`config.mk`:
```
export PLATFORM = sky130hd
export DESIGN_NAME = dpram_arb
export DESIGN_NICKNAME = d
export VERILOG_FILES = /design/src/rtl/dpram_arb.sv
export SDC_FILE = /design/constraint.sdc
export NUM_CORES = 1
export LEC_CHECK = 0
export ABC_AREA = 1
export ABC_CLOCK_PERIOD_IN_PS = 2500
export CELL_PAD_IN_SITES_DETAIL_PLACEMENT = 1
export CELL_PAD_IN_SITES_GLOBAL_PLACEMENT = 1
export CORE_UTILIZATION = 12
export DETAILED_ROUTE_END_ITERATION = 12
export PLACE_DENSITY_LB_ADDON = 0.1
export SLEW_MARGIN = 20
export SYNTH_ARGS = -nofsm -noshare
export SYNTH_HDL_FRONTEND = slang
export SYNTH_SLANG_ARGS = --single-unit
```
`constraint.sdc`:
```
create_clock -name clk -period 2.5 [get_ports clk]
set_input_delay 0.75 -clock clk [delete_from_list [all_inputs] [get_ports clk]]
set_output_delay 0.75 -clock clk [all_outputs]
set_load 0.01 [all_outputs]
```
`src/rtl/dpram_arb.sv`:
```
// dpram_arb: shares the write-capable port B of the I/D dual-port RAM
// between the load/store unit (m0) and a secondary bus master (m1).
// m0 has fixed priority. m1 is forced ahead once it has been refused
// MAX_WAIT cycles in a row. Each response is steered back to its issuer.
//
// rsp_st    | meaning
// ----------+-----------------------------------------------
// RSP_IDLE  | no access was accepted last cycle, no response
// RSP_M0    | m0 access accepted last cycle, m0_rvalid high
// RSP_M1    | m1 access accepted last cycle, m1_rvalid high
module dpram_arb #(
   parameter int ADDR_W   = 11,
   parameter int MAX_WAIT = 4
) (
   input  logic              clk,
   input  logic              rst_n,

   input  logic              m0_req,
   input  logic              m0_we,
   input  logic [3:0]        m0_wem,
   input  logic [ADDR_W-1:0] m0_addr,
   input  logic [31:0]       m0_wdata,
   output logic              m0_gnt,
   output logic              m0_rvalid,
   output logic [31:0]       m0_rdata,

   input  logic              m1_req,
   input  logic              m1_we,
   input  logic [3:0]        m1_wem,
   input  logic [ADDR_W-1:0] m1_addr,
   input  logic [31:0]       m1_wdata,
   output logic              m1_gnt,
   output logic              m1_rvalid,
   output logic [31:0]       m1_rdata,

   output logic              ram_enb,
   output logic              ram_web,
   output logic [3:0]        ram_wemb,
   output logic [ADDR_W-1:0] ram_addrb,
   output logic [31:0]       ram_dinb,
   input  logic [31:0]       ram_doutb
);

   typedef enum logic [1:0] {
      RSP_IDLE = 2'd0,
      RSP_M0   = 2'd1,
      RSP_M1   = 2'd2
   } rsp_st_t;

   localparam logic [3:0] LP_MAX_WAIT = 4'(MAX_WAIT);

   rsp_st_t     r_rsp_st;
   rsp_st_t     w_rsp_nxt;
   logic [3:0]  r_starve_cnt;
   logic        w_force_m1;

   // m1 has waited its limit: it overrides m0 for this one cycle
   assign w_force_m1 = m1_req && (r_starve_cnt == LP_MAX_WAIT);

   // Grant decision and port B mux; everything is quiet while in reset
   always_comb begin
      m0_gnt    = 1'b0;
      m1_gnt    = 1'b0;
      ram_enb   = 1'b0;
      ram_web   = 1'b0;
      ram_wemb  = 4'b0000;
      ram_addrb = '0;
      ram_dinb  = 32'h0;
      if (rst_n) begin
         if (w_force_m1) begin
            m1_gnt = 1'b1;
         end else if (m0_req) begin
            m0_gnt = 1'b1;
         end else if (m1_req) begin
            m1_gnt = 1'b1;
         end
      end
      if (m0_gnt) begin
         ram_enb   = 1'b1;
         ram_web   = m0_we;
         ram_wemb  = m0_we ? m0_wem : 4'b0000;
         ram_addrb = m0_addr;
         ram_dinb  = m0_wdata;
      end else if (m1_gnt) begin
         ram_enb   = 1'b1;
         ram_web   = m1_we;
         ram_wemb  = m1_we ? m1_wem : 4'b0000;
         ram_addrb = m1_addr;
         ram_dinb  = m1_wdata;
      end
   end

   // Count consecutive refusals of m1; a grant or a dropped request restarts it
   always_ff @(posedge clk) begin
      if (!rst_n) begin
         r_starve_cnt <= 4'd0;
      end else if (m1_gnt || !m1_req) begin
         r_starve_cnt <= 4'd0;
      end else if (r_starve_cnt != LP_MAX_WAIT) begin
         r_starve_cnt <= r_starve_cnt + 4'd1;
      end
   end

   // Next response owner is simply whoever was accepted this cycle
   always_comb begin
      w_rsp_nxt = RSP_IDLE;
      if (m0_req && m0_gnt) begin
         w_rsp_nxt = RSP_M0;
      end else if (m1_req && m1_gnt) begin
         w_rsp_nxt = RSP_M1;
      end
   end

   // Response state register; reset drops any pending response
   always_ff @(posedge clk) begin
      if (!rst_n) begin
         r_rsp_st <= RSP_IDLE;
      end else begin
         r_rsp_st <= w_rsp_nxt;
      end
   end

   assign m0_rvalid = (r_rsp_st == RSP_M0);
   assign m1_rvalid = (r_rsp_st == RSP_M1);
   assign m0_rdata  = m0_rvalid ? ram_doutb : 32'h0;
   assign m1_rdata  = m1_rvalid ? ram_doutb : 32'h0;

endmodule

```
# After elaboration in Yosys (flattened, before gate mapping)
# Cells that the tools add are included.
# totals
regBits,6
input_bits,132
out_inout_bits,117
wordCells,39
# classes
add_sub_neg,1
n_eq_ne,4
n_mux,23
bitwise_logic,1
n_reduce_logical,7
# op_table
cell,n
$mux 32,4
$mux 11,2
$mux 4,4
$mux 1,12
$add 4x1->4 const B,1
$eq 4x3->1 const B,1
$ne 4x3->1 const B,1
$reduce_or 2->1,2
$logic_and 1x1->1,3
$eq 2x1->1 const B,1
$eq 2x2->1 const B,1
$mux 2,1
$logic_not 1->1,1
$logic_or 1x1->1,1
$not 1->1,1

# Depth between registers and ports, before layout
# depth
word_depth,7
mapped_depth,8

# Worst setup path after synthesis
# OpenSTA, ideal clock, no wires.
# synth_path
kind,input-to-output
from,in rst_n
to,out ram_dinb[16]
arrival_ps,1487
slack_ps,263
stages,6
cell_sequence,nand2_1 > inv_2 > buf_2 > buf_2 > nand3_1 > nand2_1
# synth_via
elab_chain_cells,3
word_cells_on_any_way,4
classes_between,4 x mux
# synth_lines
item,line,source
start: declaration,16,"input logic rst_n,"
$mux 1,69,if (rst_n) begin
$mux 32,84,end else if (m1_gnt) begin
$mux 32 *,78,if (m0_gnt) begin
end: declaration,40,"output logic [31:0] ram_dinb,"
# Mark *: on every way between the ends. The rest lies on a longest branch, timed or not.

# Final worst setup path
# layout_path
from,in m1_req
to,out ram_dinb[15]
# layout_via
elab_chain_cells,6
word_cells_on_any_way,9
classes_between,8 x mux; 1 x reduce/logical
# layout_lines
item,line,source
start: declaration,27,"input logic m1_req,"
$mux 1,74,end else if (m1_req) begin
$mux 1,72,end else if (m0_req) begin
$mux 1,70,if (w_force_m1) begin
$mux 1,69,
$mux 32,84,
$mux 32 *,78,
# Marks and branches as above.

==> summary.txt <==
==========================================================================================
Number of remaining DRC errors ..............................................            0
Required time worst endpoint ................................................      1.75 ns
PwrDens .....................................................................  207 mW/mm^2
Data arrival time of the critical path ......................................      1.70 ns
Post-synth design cell area ................................................. 0.00157 sq mm
Kind of path behind the tightest hold check ................................. register to register
CTS root buf ................................................................    clkbuf_16
Routed length per instance ..................................................      15.3 um
Layout cells sized above 1 ..................................................        20.1%
Post-synthesis mux area share ...............................................           0%
Setup crit start kind .......................................................   input port
Post-Route M1 WL ............................................................      4210 um
Inserted Clock Buffers ......................................................            3
Count of cells along the worst hold path ....................................            2
Latest clock arrival within the worst-skew pair .............................      0.23 ns
Number of levels in the clock H-tree ........................................            1
Clk sinks ...................................................................            6
TritonCTS clock tree ........................................................        built
Synth-to-Final Area Change ..................................................         203%
RSZ-0062 raised after global routing ........................................        false
Share of synthesized cell area in full adder, half adder and majority cells .        1.59%
Worst vdd ir ................................................................     0.126 mV
Total grt overflow ..........................................................            0
Maximum number of pins on one net before global-route repair ................           34
Compound-cell area share of the yosys netlist ...............................        1.28%
Iteration count of the initial detailed-routing pass ........................            4
Worst Tran Pin Value ........................................................     0.266 ns
Synthesized area per cell ...................................................   4.86 sq um
Effective utilization at floorplan ..........................................        12.4%
Post-place instance area .................................................... 0.00439 sq mm
DIE WIDTH ...................................................................       116 um
Crit path launch ............................................................       m1_req
Vert. Die Dim ...............................................................       116 um
Number of register bits inferred by synthesis ...............................            6
Nets ........................................................................          728
Initial antenna violation count .............................................            0
Post-route non-filler standard cell count ...................................          764
Buffer levels on the longest clock path .....................................            2
Global-route wire length before repair ......................................    16,800 um
GP Congestion ...............................................................        0.692
Proportion of netlist area held by the largest area contributor .............        28.1%
Critical hold path startpoint ............................................... r_starve_cnt[0]
Number of input and output port buffers inserted ............................          248
Routed via count ............................................................        3,159
Summed area of non-filler cells in the final layout ......................... 0.00475 sq mm
Result of the run ........................................................... complete, no violations
Number of placement rows ....................................................           41
Fin crit period .............................................................      2.45 ns
I/O pin count ...............................................................          249
Util after Layout ...........................................................        37.5%
Peak clock frequency supported by timing ....................................    0.408 GHz
Sum of met3 wire segment lengths after detailed routing .....................      1380 um
Average vias per placed instance ............................................         4.13
Final worst slack ...........................................................    0.0476 ns
Fin. Hold Viols .............................................................            0
Number of nets produced by synthesis ........................................          457
Overall die area ............................................................ 0.0135 sq mm
Critical register-to-register path startpoint ............................... r_starve_cnt[0]
Part of the Yosys area used for sequential elements .........................        7.66%
Final worst path period share ...............................................        98.1%
Final count of pins violating max slew ......................................            0
Gate Count Post-Synth .......................................................          323
Iter 0 DRT Violations .......................................................           85
Number of maximum-capacitance constraint violations .........................            0
Yosys cell types ............................................................           17
Via count of the first global-routing pass ..................................        3,181
Number of inserted diodes ...................................................            0
Total routing usage reported by global routing ..............................        16.2%
Total of warnings raised by yosys ...........................................            0
Relative slew margins .......................................................        82.3%
Leak Pwr ....................................................................   0.00263 uW
Met2 layer wire length in the routed design .................................      6030 um
Clock slew at reported path FFs .............................................      0.03 ns
Largest cells by area after synthesis ....................................... nand3_1 (28%), nor2_1 (17%), nand2_1 (15%), inv_1 (11%), dfxtp_1 (7.7%)
Core area ................................................................... 0.0127 sq mm
Final setup fails ...........................................................            0
Largest area contributor in the synthesized netlist .........................      nand3_1
Post-Synth Simple-Gate Area .................................................        67.9%
Xor-xnor portion of the synthesized cell area ...............................       0.558%
Depth of the most critical reg-to-reg path ..................................            7
Main combinational cell family by area after synthesis ...................... simple AND/OR/NAND/NOR gates
Placement-stage worst setup slack ...........................................    -0.673 ns
ANT nets after route ........................................................            0
Critical path start-end classification ...................................... input port to primary output
Post-route clock skew .......................................................  0.000581 ns
Sort of element at the end of the critical path ............................. primary output
Total power of the final layout .............................................       983 uW
Half-perimeter wire length of the detailed placement result .................      8610 um
Total detailed-routing wirelength ...........................................    11,700 um
Number of placed instances with taps included ...............................          738
Top routing layer used ......................................................         met4
Worst Path Max Fanout .......................................................           11
==========================================================================================
[Yosys cell counts, drive strengths merged]
library cell and n:
a21oi 3, buf 14, clkbuf 12, dfxtp 6, ha 2, inv 50
nand2 64, nand3 99, nand4 2, nor2 69, o21ai 1, xnor2 1
[area by class of cell]
cell class	count	area, sq um
multi-input combinational	241	1170
fill	1607	7920
sequential	6	120
clock buffer	3	75.1
tap	172	215
inverter	50	193
timing repair buffer	292	2980
[metal layers]
layer / global-route usage, % / up-vias
met5: 0 / -
met4: 2.39 / 0
met3: 5.76 / 4
met2: 31.8 / 164
met1: 16.6 / 1443
li1: - / 1548
[per-stage QoR]
step / hold WS, ns / setup TNS, ns
floorplan: 0.430 / 0
finish: 0.527 / 0
global placement: 0.515 / -41.76
detailed placement: 0.521 / -42.24
CTS: 0.531 / -0.201
global route: 0.555 / 0
[state kept, by name, summed over array words and instances (netlist names)]
| name | flops |
|---|---|
| r_starve_cnt | 4 |
| r_rsp_st | 2 |
[worst max-delay path, cell delays in order]
cell             delay [ns]
buf_4                  0.13
nand4_1                0.12
buf_12                 0.19
buf_16                 0.15
nand3_1                0.07
nand2_1                0.07
clkdlybuf4s15_2        0.23
[power breakdown]
group          leakage [uW]  internal, uW  switching [uW]
logic               0.00255           376             249
registers         0.0000489          98.7            1.12
clock network     0.0000370           205            53.5
total               0.00263           679             304
[placed cells by master (no fill, tap or decap)]
master             n
ha_2               1
dlygate4sd2_1     64
buf_16             5
nand4_1            2
buf_4             18
clkdlybuf4s50_1  129
buf_8              3
xnor2_1            1
nand2_1           59
buf_12            13
nand3_1           82
a21oi_1            3
inv_4              2
inv_1             48
buf_6              8
nand2_2            3
clkdlybuf4s15_2    6
nand3_2           17
dfxtp_1            6
clkdlybuf4s15_1    8
o21ai_0            1
nand2_4            2
nor2_1            69
ha_1               1
clkbuf_2           8
bufbuf_16          3
clkbuf_16          5
buf_2             25
[what timing repair did]
| item | 4_1_cts | 5_1_grt |
|---|---|---|
| resized for setup | 256 | 39 |
| pin swaps | 4 | 5 |
| buffers inserted | 13 | 0 |
| setup endpoints to repair | 115 | 37 |
| hold buffers | 0 | 0 |
| endpoints found under the hold margin | 0 | 0 |
| gates cloned | 9 | 2 |
[cell families (layout without fill, tap and decap cells)]
group,count (synthesis),count (layout)
adder cells (fa/ha/maj),2,2
flip-flops,6,6
XOR/XNOR,1,1
AO/OA/AOI/OAI,4,4
AND/OR/NAND/NOR,234,234
buffers and inverters,76,345
[worst paths after layout]
| path | slack (ns) | endpoint |
|---|---|---|
| worst max-delay path | 0.05 | ram_dinb[15] |
| worst min register to register | 0.53 | r_starve_cnt[0] |
| worst max register to register | 1.19 | r_rsp_st[0] |
| worst min-delay path | 0.53 | r_starve_cnt[0] |
Power figures use the tool's default switching activity.
==> RTL edit: new RTL, same settings <==
Re-encode `rsp_st_t` (3 values) as one-hot, 3 bits wide.
--- a/src/rtl/dpram_arb.sv
+++ b/src/rtl/dpram_arb.sv
@@ -43,6 +43,6 @@
 
-   typedef enum logic [1:0] {
-      RSP_IDLE = 2'd0,
-      RSP_M0   = 2'd1,
-      RSP_M1   = 2'd2
+   typedef enum logic [2:0] {
+      RSP_IDLE = 3'b001,
+      RSP_M0   = 3'b010,
+      RSP_M1   = 3'b100
    } rsp_st_t;
Function: no difference found for any inputs over 10 cycles, from zero or initial values and one cycle with rst_n low; not proved beyond that.
==> RTL edit against the original RTL <==
  * Die area is 2.9% higher
  * Synthesized area up 3.0%
  * Sequential cell count grew 1
  * Total power shrank 1.4%
  * Clock power rose by 7%
  * Design area shrank 4.8%
  * Global-route usage is 0.22 points lower
  * Routed wire length fell by 2.9%
  * Setup slack better by 0.0093 ns
  * Largest cell class unchanged
  * Highest routed layer unchanged
==> RTL edit: results (changes against the original RTL) <==
run status: finished clean
R2R cell count: 7 (unchanged)
share of layout cells above drive strength 1: 0.1939 (-0.007084)
max_cap viols: 0 (unchanged)
hold_ws: 0.5017 ns (-0.02555 ns)
met2 Track Usage GR: 0.3140 (-0.004373)
DRT iter0 DRCs: 60 (-29%)
Hold EP: r_starve_cnt[3]
CP peak stage delay: 0.29 ns (+0.06 ns)
GRT Total Usage: 0.1602 (-0.002210)
skew final: 0.0007228 ns (+0.0001418 ns)
most frequent cells after synthesis: nand3_1 (89), nor2_1 (70), nand2_1 (64), inv_1 (50), clkbuf_1 (14)
R2R Setup Slk: 1.14 ns (-0.05 ns)
Netlist cell types: 19 (+2)
Via-to-Cell Ratio: 4.124 (-0.27%)
Synth Area per Inst: 4.910 µm² (+1.1%)
Compound-Gate Fraction of Synth Area: 0.01239 (-0.0003657)
Placement Setup Slack: -0.6692 ns (+0.004226 ns)
Adder-Cell Fraction of Synth Area: 0.01549 (-0.0004571)
clk_lat worst skew: 0.23 ns (about the same)
async set-reset flop share out of synthesis: 0 (unchanged)
FILL cells: 1,713 (+6.6%)
XOR/XNOR Fraction of Synth Area: 0.005422 (-0.0001600)
Net Count, Synth: 463 (+1.3%)
hold path depth: 2 (unchanged)
First-pass DRT Iterations: 5 (+1)
vias in the first global route: 3,310 (+4.1%)
CP max-delay cell: dlygate4sd2_1
RD Place Congestion: 0.7739 (+12%)
worst-margin pin slew: 0.3474 ns (+0.08156 ns)
DR WL/cell: 14.75 µm (-3.5%)
sequential-to-total area share from yosys stat: 0.08675 (+0.01020)
ranking of synthesized cells by area: nand3_1 (28%), nor2_1 (16%), nand2_1 (15%)
Regs by FF count: r_starve_cnt: 4 flops, r_rsp_st: 3 flops
Hold Path Origin: r_starve_cnt[3]
M1 GR Usage: 0.1614 (-0.004979)
largest net degree at the start of global routing: 34 (unchanged)
first-pass GRT wire length: 17.79 mm (+5.9%)
Layout Cells excl Fill: 769 (+0.65%)
Peak VDD IR: 0.1525 mV (+21%)
Setup crit start: m0_req
placed cell count: 751 (+1.8%)
Cell Area, Placed: 4451 µm² (+1.3%)
routing usage on met3: 0.05572 (-0.001885)
Pleak: 0.002580 µW (-1.9%)
RR Endpoint: r_rsp_st[1]
Post-DP HPWL: 8.660 mm (+0.55%)
ant diodes: 0 (unchanged)
crit-path max FO: 3 (-8)
CTS root buf: clkbuf_16
-- RTL edit: cell types whose count changed in the layout (fill, tap and decap cells not counted), moves of 3 or more --
cell             before  now
clkdlybuf4s15_2       6    1
buf_2                25   51
clkbuf_2              8    1
clkdlybuf4s15_1       8    1
nand3_1              82   88
bufbuf_16             3    0
nand3_2              17   11
buf_6                 8    2
-- RTL edit: cell families after synthesis --
| group | after synthesis |
|---|---|
| AO/OA/AOI/OAI | 4 |
| XOR/XNOR | 1 |
| adder cells (fa/ha/maj) | 2 |
| buffers and inverters | 78 |
| flip-flops | 7 |
| AND/OR/NAND/NOR | 237 |
-- RTL edit: worst max-delay path by stage --
stage                    to  slack (ns)  cells past startpoint
3_3_place_gp    ram_dinb[2]       -0.66                      7
5_1_grt         ram_dinb[2]       0.001                      8
3_5_place_dp    ram_dinb[2]       -0.67                      7
4_1_cts              m0_gnt        0.01                      8
2_1_floorplan  ram_dinb[12]        0.30                      5
6_report             m1_gnt        0.06                      5
-- RTL edit: power by group --
part	internal [µW]	leakage (µW)	total (µW)	switching [µW]
clock	212	0.0000382	276	63.2
sequential	116	0.0000574	117	1.29
combinational	345	0.00248	577	233
total	673	0.00258	970	297
-- RTL edit: layout make-up --
class	count	area [µm²]	share of cell area
inverters	52	205.2	0.04534
repair buffers	286	2698	0.5961
well taps	176	220.2	0.04866
multi-input cells	244	1184	0.2615
flip-flops and latches	7	140.1	0.03096
clock buffers	4	78.83	0.01742
-- RTL edit: metal layers --
layer | vias to the layer above | wire length (µm)
met5 | - | 0
met4 | 0 | 81
met3 | 5 | 1165
met2 | 174 | 6028
met1 | 1441 | 4067
li1 | 1551 | -
-- RTL edit: what timing repair did --
item	CTS	global route
setup endpoints to repair	115	8
cloned	6	0
resized for setup	301	6
pin swaps	3	1
buffers inserted	8	0
